[src/rtl/evt2_stream_decoder_pkg.sv]
`default_nettype none
// ============================================================================
// evt2_pkg : EVT 2.0 word type codes, field positions and the decoded event record
// Rev 1.0
// ============================================================================
package evt2_pkg;

    localparam logic [3:0] EVT_CD_OFF      = 4'h0;
    localparam logic [3:0] EVT_CD_ON       = 4'h1;
    localparam logic [3:0] EVT_TIME_HIGH   = 4'h8;
    localparam logic [3:0] EVT_EXT_TRIGGER = 4'hA;
    localparam logic [3:0] EVT_OTHERS      = 4'hE;
    localparam logic [3:0] EVT_CONTINUED   = 4'hF;

    localparam int TYPE_MSB   = 31;
    localparam int TYPE_LSB   = 28;
    localparam int TS_LSB_MSB = 27;
    localparam int TS_LSB_LSB = 22;
    localparam int X_MSB      = 21;
    localparam int X_LSB      = 11;
    localparam int Y_MSB      = 10;
    localparam int Y_LSB      = 0;
    localparam int TH_MSB     = 27;

    localparam int EVT_COORD_W = X_MSB - X_LSB + 1;
    localparam int EVT_TH_W    = TH_MSB + 1;
    localparam int EVT_TS_W    = EVT_TH_W + (TS_LSB_MSB - TS_LSB_LSB + 1);

    // Full-width record; the decoder narrows it to GRID_BITS / TS_BITS at the ports.
    typedef struct packed {
        logic [EVT_COORD_W-1:0] x;
        logic [EVT_COORD_W-1:0] y;
        logic                   pol;
        logic [EVT_TS_W-1:0]    ts;
    } evt2_event_t;

    function automatic logic [3:0] evt_type(input logic [31:0] word);
        return word[TYPE_MSB:TYPE_LSB];
    endfunction

endpackage
`default_nettype wire

[src/rtl/evt2_stream_decoder_if.sv]
`default_nettype none
// ============================================================================
// evt2_stream_decoder_if : EVT 2.0 word input and decoded event output handshakes
// Rev 1.0
// ============================================================================
interface evt2_stream_decoder_if #(
    parameter int GRID_BITS = 4,
    parameter int TS_BITS   = 16
);
    logic [31:0]          data_in;
    logic                 data_valid;
    logic                 data_ready;
    logic [GRID_BITS-1:0] ev_x;
    logic [GRID_BITS-1:0] ev_y;
    logic                 ev_pol;
    logic [TS_BITS-1:0]   ev_ts;
    logic                 ev_valid;
    logic                 ev_ready;

    modport master (
        output data_in, data_valid, ev_ready,
        input  data_ready, ev_x, ev_y, ev_pol, ev_ts, ev_valid
    );

    modport slave (
        input  data_in, data_valid, ev_ready,
        output data_ready, ev_x, ev_y, ev_pol, ev_ts, ev_valid
    );
endinterface
`default_nettype wire

[src/rtl/evt2_stream_decoder_out_fifo.sv]
`default_nettype none
// ============================================================================
// evt2_out_fifo : 2-entry register FIFO of decoded events, count-based full/empty
// Rev 1.0
// ============================================================================
module evt2_out_fifo
    import evt2_pkg::*;
(
    input  wire logic        clk,
    input  wire logic        rst_n,
    input  wire logic        push,
    input  wire evt2_event_t push_data,
    input  wire logic        pop,
    output evt2_event_t      head,
    output logic             full,
    output logic             empty
);

    evt2_event_t r_mem [2];
    logic        r_wr_ptr;
    logic        r_rd_ptr;
    logic [1:0]  r_count;

    always_ff @(posedge clk or negedge rst_n) begin
        if (!rst_n) begin
            for (int i = 0; i < 2; i++) begin
                r_mem[i] <= '0;
            end
            r_wr_ptr <= 1'b0;
            r_rd_ptr <= 1'b0;
            r_count  <= 2'd0;
        end else begin
            if (push) begin
                r_mem[r_wr_ptr] <= push_data;
                r_wr_ptr        <= ~r_wr_ptr;
            end
            if (pop) begin
                r_rd_ptr <= ~r_rd_ptr;
            end
            case ({push, pop})
                2'b10:   r_count <= r_count + 2'd1;
                2'b01:   r_count <= r_count - 2'd1;
                default: r_count <= r_count;
            endcase
        end
    end

    assign head  = r_mem[r_rd_ptr];
    assign full  = (r_count == 2'd2);
    assign empty = (r_count == 2'd0);

endmodule
`default_nettype wire

[src/rtl/evt2_stream_decoder.sv]
`default_nettype none
// ============================================================================
// evt2_stream_decoder : EVT 2.0 decoder with 34-bit timestamp rebuild and grid downsampling
// Optional statistics counters: EVT2_DECODER_STATS_EN.  Rev 1.0
// ============================================================================
module evt2_stream_decoder
    import evt2_pkg::*;
#(
    parameter int SENSOR_W  = 320,
    parameter int SENSOR_H  = 320,
    parameter int GRID_BITS = 4,
    parameter int DS_SHIFT  = 4,
    parameter int CLAMP     = 1,
    parameter int TS_BITS   = 16
) (
    input  wire logic            clk,
    input  wire logic            rst_n,
    evt2_stream_decoder_if.slave bus,
    output logic [15:0]          cnt_events,
    output logic [15:0]          cnt_dropped,
    output logic [15:0]          cnt_time_high,
    output logic [15:0]          cnt_other
);

    localparam logic [EVT_COORD_W-1:0] c_sensor_w = EVT_COORD_W'(SENSOR_W);
    localparam logic [EVT_COORD_W-1:0] c_sensor_h = EVT_COORD_W'(SENSOR_H);
    localparam logic [EVT_COORD_W-1:0] c_grid_max = EVT_COORD_W'((1 << GRID_BITS) - 1);
    localparam bit                     c_clamp_en = (CLAMP != 0);

    logic [EVT_TH_W-1:0]    r_time_high;
    logic [3:0]             w_type;
    logic [5:0]             w_ts_lsb;
    logic [EVT_COORD_W-1:0] w_x_raw;
    logic [EVT_COORD_W-1:0] w_y_raw;
    logic [EVT_COORD_W-1:0] w_gx;
    logic [EVT_COORD_W-1:0] w_gy;
    logic                   w_x_over;
    logic                   w_y_over;
    logic                   w_accept;
    logic                   w_is_cd;
    logic                   w_is_th;
    logic                   w_drop;
    logic                   w_push;
    logic                   w_pop;
    logic                   w_full;
    logic                   w_empty;
    evt2_event_t            w_event;
    evt2_event_t            w_head;
    logic                   w_unused_head;

    assign w_type   = evt_type(bus.data_in);
    assign w_ts_lsb = bus.data_in[TS_LSB_MSB:TS_LSB_LSB];
    assign w_x_raw  = bus.data_in[X_MSB:X_LSB];
    assign w_y_raw  = bus.data_in[Y_MSB:Y_LSB];
    assign w_gx     = w_x_raw >> DS_SHIFT;
    assign w_gy     = w_y_raw >> DS_SHIFT;
    assign w_x_over = (w_gx > c_grid_max);
    assign w_y_over = (w_gy > c_grid_max);

    assign w_accept = bus.data_valid && bus.data_ready;
    assign w_is_cd  = (w_type == EVT_CD_OFF) || (w_type == EVT_CD_ON);
    assign w_is_th  = (w_type == EVT_TIME_HIGH);
    assign w_drop   = (w_x_raw >= c_sensor_w) || (w_y_raw >= c_sensor_h) ||
                      (!c_clamp_en && (w_x_over || w_y_over));
    assign w_push   = w_accept && w_is_cd && !w_drop;
    assign w_pop    = !w_empty && bus.ev_ready;

    // The register is read combinationally, so a CD word in the same cycle still sees the old value.
    always_ff @(posedge clk or negedge rst_n) begin
        if (!rst_n) begin
            r_time_high <= '0;
        end else if (w_accept && w_is_th) begin
            r_time_high <= bus.data_in[TH_MSB:0];
        end
    end

    always_comb begin
        w_event     = '0;
        w_event.x   = w_x_over ? c_grid_max : w_gx;
        w_event.y   = w_y_over ? c_grid_max : w_gy;
        w_event.pol = (w_type == EVT_CD_ON);
        w_event.ts  = {r_time_high, w_ts_lsb};
    end

    evt2_out_fifo u_out_fifo (
        .clk       (clk),
        .rst_n     (rst_n),
        .push      (w_push),
        .push_data (w_event),
        .pop       (w_pop),
        .head      (w_head),
        .full      (w_full),
        .empty     (w_empty)
    );

    assign bus.data_ready = !w_full;
    assign bus.ev_valid   = !w_empty;
    assign bus.ev_x       = w_head.x[GRID_BITS-1:0];
    assign bus.ev_y       = w_head.y[GRID_BITS-1:0];
    assign bus.ev_pol     = w_head.pol;
    assign bus.ev_ts      = w_head.ts[TS_BITS-1:0];
    assign w_unused_head  = ^w_head;

`ifdef EVT2_DECODER_STATS_EN
    logic [3:0]  w_inc;
    logic [15:0] r_cnt [4];

    assign w_inc[0] = w_push;
    assign w_inc[1] = w_accept && w_is_cd && w_drop;
    assign w_inc[2] = w_accept && w_is_th;
    assign w_inc[3] = w_accept && !w_is_cd && !w_is_th;

    for (genvar i = 0; i < 4; i++) begin : g_cnt
        always_ff @(posedge clk or negedge rst_n) begin
            if (!rst_n) begin
                r_cnt[i] <= 16'd0;
            end else if (w_inc[i] && (r_cnt[i] != 16'hFFFF)) begin
                r_cnt[i] <= r_cnt[i] + 16'd1;
            end
        end
    end

    assign cnt_events    = r_cnt[0];
    assign cnt_dropped   = r_cnt[1];
    assign cnt_time_high = r_cnt[2];
    assign cnt_other     = r_cnt[3];
`else
    assign cnt_events    = 16'd0;
    assign cnt_dropped   = 16'd0;
    assign cnt_time_high = 16'd0;
    assign cnt_other     = 16'd0;
`endif

endmodule
`default_nettype wire

[src/flat_wrapper.sv]
// flat-port wrapper written by rule: the top's interface ports become plain ports
module evt2_stream_decoder_flat import evt2_pkg::*;
#(
    parameter int SENSOR_W  = 320,
    parameter int SENSOR_H  = 320,
    parameter int GRID_BITS = 4,
    parameter int DS_SHIFT  = 4,
    parameter int CLAMP     = 1,
    parameter int TS_BITS   = 16
)
  (clk, rst_n, cnt_events, cnt_dropped, cnt_time_high, cnt_other, bus_data_in, bus_data_valid, bus_ev_ready, bus_data_ready, bus_ev_x, bus_ev_y, bus_ev_pol, bus_ev_ts, bus_ev_valid);
  evt2_stream_decoder_if #(.GRID_BITS(GRID_BITS), .TS_BITS(TS_BITS)) bus_i ();
  input  wire logic clk;
  input  wire logic rst_n;
  output logic [15:0] cnt_events;
  output logic [15:0] cnt_dropped;
  output logic [15:0] cnt_time_high;
  output logic [15:0] cnt_other;
  input wire logic [$bits(bus_i.data_in)-1:0] bus_data_in;
  input wire logic [$bits(bus_i.data_valid)-1:0] bus_data_valid;
  input wire logic [$bits(bus_i.ev_ready)-1:0] bus_ev_ready;
  output wire logic [$bits(bus_i.data_ready)-1:0] bus_data_ready;
  output wire logic [$bits(bus_i.ev_x)-1:0] bus_ev_x;
  output wire logic [$bits(bus_i.ev_y)-1:0] bus_ev_y;
  output wire logic [$bits(bus_i.ev_pol)-1:0] bus_ev_pol;
  output wire logic [$bits(bus_i.ev_ts)-1:0] bus_ev_ts;
  output wire logic [$bits(bus_i.ev_valid)-1:0] bus_ev_valid;
  assign bus_i.data_in = bus_data_in;
  assign bus_i.data_valid = bus_data_valid;
  assign bus_i.ev_ready = bus_ev_ready;
  assign bus_data_ready = bus_i.data_ready;
  assign bus_ev_x = bus_i.ev_x;
  assign bus_ev_y = bus_i.ev_y;
  assign bus_ev_pol = bus_i.ev_pol;
  assign bus_ev_ts = bus_i.ev_ts;
  assign bus_ev_valid = bus_i.ev_valid;
  evt2_stream_decoder #(.SENSOR_W(SENSOR_W), .SENSOR_H(SENSOR_H), .GRID_BITS(GRID_BITS), .DS_SHIFT(DS_SHIFT), .CLAMP(CLAMP), .TS_BITS(TS_BITS)) u_core (.clk(clk), .rst_n(rst_n), .bus(bus_i), .cnt_events(cnt_events), .cnt_dropped(cnt_dropped), .cnt_time_high(cnt_time_high), .cnt_other(cnt_other));
endmodule
[config.mk]
export PLATFORM = sky130hd
export DESIGN_NAME = evt2_stream_decoder_flat
export DESIGN_NICKNAME = d
export VERILOG_FILES = /design/src/rtl/evt2_stream_decoder_pkg.sv /design/src/rtl/evt2_stream_decoder_if.sv /design/src/rtl/evt2_stream_decoder_out_fifo.sv /design/src/rtl/evt2_stream_decoder.sv /design/src/flat_wrapper.sv
export SDC_FILE = /design/constraint.sdc
export NUM_CORES = 1
export LEC_CHECK = 0
export ABC_CLOCK_PERIOD_IN_PS = 2100
export CORE_MARGIN = 4
export CORE_UTILIZATION = 45
export DETAILED_ROUTE_END_ITERATION = 12
export HOLD_SLACK_MARGIN = 0.06
export PLACE_DENSITY_LB_ADDON = 0.05
export SYNTH_ARGS = -nofsm -noshare
export SYNTH_HDL_FRONTEND = slang
export SYNTH_SLANG_ARGS = --single-unit
[constraint.sdc]
create_clock -name clk -period 2.1 [get_ports clk]
set_input_delay 0.42 -clock clk [delete_from_list [all_inputs] [get_ports clk]]
set_output_delay 0.42 -clock clk [all_outputs]
set_load 0.01 [all_outputs]
==> impl_results.md <==
* Port bufs at 58
* TritonCTS buffer count at 9
* Final WS setup at 0.1051 ns
* Worst setup path endpoint: bus_ev_ts[15]
* Vias in the first global route at 1943
* Placed cell area at 0.004039 sq mm
* RSZ-0062 raised after global routing: false
* Worst Reg2Reg Path Length in Cells at 5
* Most frequent cells in the layout: mux2_2, conb_1, dfrtp_1, clkdlybuf4s50_1, dlygate4sd2_1
* Core area at 0.007331 sq mm
* Setup WS pre-CTS at -0.1531 ns
* Crit path kind: flop to output pin
* Max-cap violations at 0
* Final non-filler cell total at 440
* Crit path launch type: flop
* CTS sink cnt at 64
* H-tree depth at 3
* Area contributors post-synth: dfrtp_1, mux2_2, buf_4
* R2R Path Start: u_core.u_out_fifo.r_count[0]
* Clock Latency Late Sink at 0.33 ns
* Die Span Y at 95.43 um
* Sequential fraction of the synthesis area at 0.4656
* Ant. Diodes at 0
* Syn avg cell area at 13.54 sq um
* Yosys top cell area share at 0.4656
* Drt drc at 0
* Distinct cell type count of the synthesized netlist at 27
* Postcts setup bufs at 0
* Total power draw at 3.282 mW
* CP max stage cell: dfrtp_1
* Post-Syn Area at 0.003440 sq mm
* Ys Warns at 0
* Final ANT Viol Nets at 0
* Worst Setup SP: u_core.u_out_fifo.r_rd_ptr
* Row count at 31
* VDD IR max at 0.5428 mV
* Crit path cell chain: buf_12 > mux2_2 > dlygate4sd2_1
* Leakage power at 2.225 nW
* DR vias at 1936
* Post_cts resized at 25
* CTS tree: built
* Total gr overflow at 0
* HPWL after DPL at 4436 um
* Number of fill cells at 622
* Layout cells sized above 1 at 0.3754
* Clock-pin slew on the worst setup and hold paths at 0.07 ns
* First-pass GRT wire length at 9929 um
* Vias per Instance at 4.400
* Mapped Cells at 254
* Initial Utilization at 0.4692
* Final Hold Fails at 0
* Synth area leader: dfrtp_1
* Final min period at 1.995 ns
* Hold Path Class: primary input to async pin
* CP max stage delay at 0.41 ns
* Clock Tree Root: clkbuf_8
* CTS Hold Bufs at 0
* Slew Viols, Final at 0
* Layout Nets at 373
* Most common cell after layout, fill and taps aside: mux2_2
* Worst EP arrival at 1.57 ns
* Total die area at 0.009106 sq mm
* Pwr dens at 778.9 mW/mm^2
* Fmax at 501.3 MHz
* CP max FO at 19
* Critical R2R Capture: u_core.u_out_fifo.r_mem[92]
* Initial antenna violation count at 0
* GR Util All Layers at 0.1469
* FF+latch count, synth at 64
* CP endpoint kind: output pin
* Largest net degree at the start of global routing at 32
* Fin crit share at 0.9500
* First-pass detailed-route iteration total at 4
* Final RePlAce weighted congestion at 0.6845
* # setup viols final at 0
* Top Ports at 127
* Measured slew at the worst slew-check pin at 0.5900 ns
* Placed Cells at 424
* Drt initial violations at 68
* Avg WL per Cell at 14.32 um
* Clk buf depth at 2
* Die Width at 95.43 um
* Final wirelength at 6302 um
* Clock Skew at 0.008819 ns
* Slew margin rel. at 0.6067
* FF-to-FF setup slack at 0.47 ns
* Run status: completed
* Synth-to-layout area growth at 22.52%
* Required time of the critical path at 1.68 ns
* Fin area at 0.004214 sq mm
how the worst min path moves through the flow:
stage,endpoint,cells past startpoint
5_1_grt,u_core.u_out_fifo.r_count[0],1
3_5_place_dp,u_core.u_out_fifo.r_count[1],1
2_1_floorplan,u_core.r_time_high[0],0
3_3_place_gp,u_core.u_out_fifo.r_count[1],1
6_report,u_core.u_out_fifo.r_mem[34],1
4_1_cts,u_core.u_out_fifo.r_mem[34],1
stage by stage:
step | TNS [ns] | hold WS [ns] | util
2_1_floorplan | 0 | 0.1244 | -
3_3_place_gp | -3.254 | 0.4428 | 0.5509
3_5_place_dp | -4.632 | 0.4502 | 0.5509
4_1_cts | -0.06058 | 0.09057 | 0.5745
5_1_grt | 0 | 0.09937 | 0.5748
6_report | 0 | 0.09123 | 0.5748
cells in the mapped netlist:
library cell,number
clkbuf_1,1
and3b_1,1
o21ai_0,2
buf_1,2
mux2_4,20
or2_2,1
nand3_1,1
nor4_1,1
nor4b_1,1
ha_1,1
nand2_1,1
nor3_1,3
xnor2_1,3
dfrtp_1,64
and3_4,1
buf_6,3
nor2_1,1
nand2b_4,1
and3_2,1
conb_1,1
nand3_4,1
and2_1,2
buf_12,2
buf_4,64
xor2_1,2
nand2b_1,8
mux2_2,65
power by group:
| group | internal (mW) | total, mW | switching (mW) |
|---|---|---|---|
| clock network | 0.610 | 1.05 | 0.440 |
| logic | 0.425 | 0.746 | 0.321 |
| registers | 1.37 | 1.49 | 0.115 |
final cells by class:
type,instances,area [sq um],area share
well taps,99,123.9,0.02939
clock inverters,3,40.04,0.009501
repair buffers,80,779.5,0.1850
multi-input cells,181,1510,0.3584
clock buffers,13,158.9,0.03771
flip-flops and latches,64,1602,0.3800
logic make-up (layout without fill, tap and decap cells):
family          count (synthesis)  count (layout)  synth area share
mux                            85              85            0.3001
buf+inv                        72              96            0.1644
flops                          64              64            0.4656
simple gates                   24              24           0.04947
xor+xnor                        5               5           0.01273
compound gates                  2               2          0.002910
fa+ha+maj                       1               1          0.003637
other cells                     1              64          0.001090
sequential cells by signal, summed over array words and instances, names as in the netlist:
name,cells
u_core.r_time_high,10
u_core.u_out_fifo.r_count,2
u_core.u_out_fifo.r_mem,50
u_core.u_out_fifo.r_rd_ptr,1
u_core.u_out_fifo.r_wr_ptr,1
critical path, delay by kind of cell, from the launching register on:
kind / cells / cell delay (ns)
buffers and inverters: 2 / 0.49
flip-flops: 1 / 0.41
multiplexers: 1 / 0.35
routing by layer:
metal / vias to the layer above / routed length [um] / track usage / share of wire
met5: - / 0 / 0 / 0
met4: 0 / 39 / 0.04265 / 0.0062
met3: 2 / 456 / 0.05446 / 0.072
met2: 63 / 3132 / 0.2356 / 0.50
met1: 959 / 2674 / 0.1860 / 0.42
li1: 912 / - / - / -
Note: power is estimated with default switching activity, not from simulation.
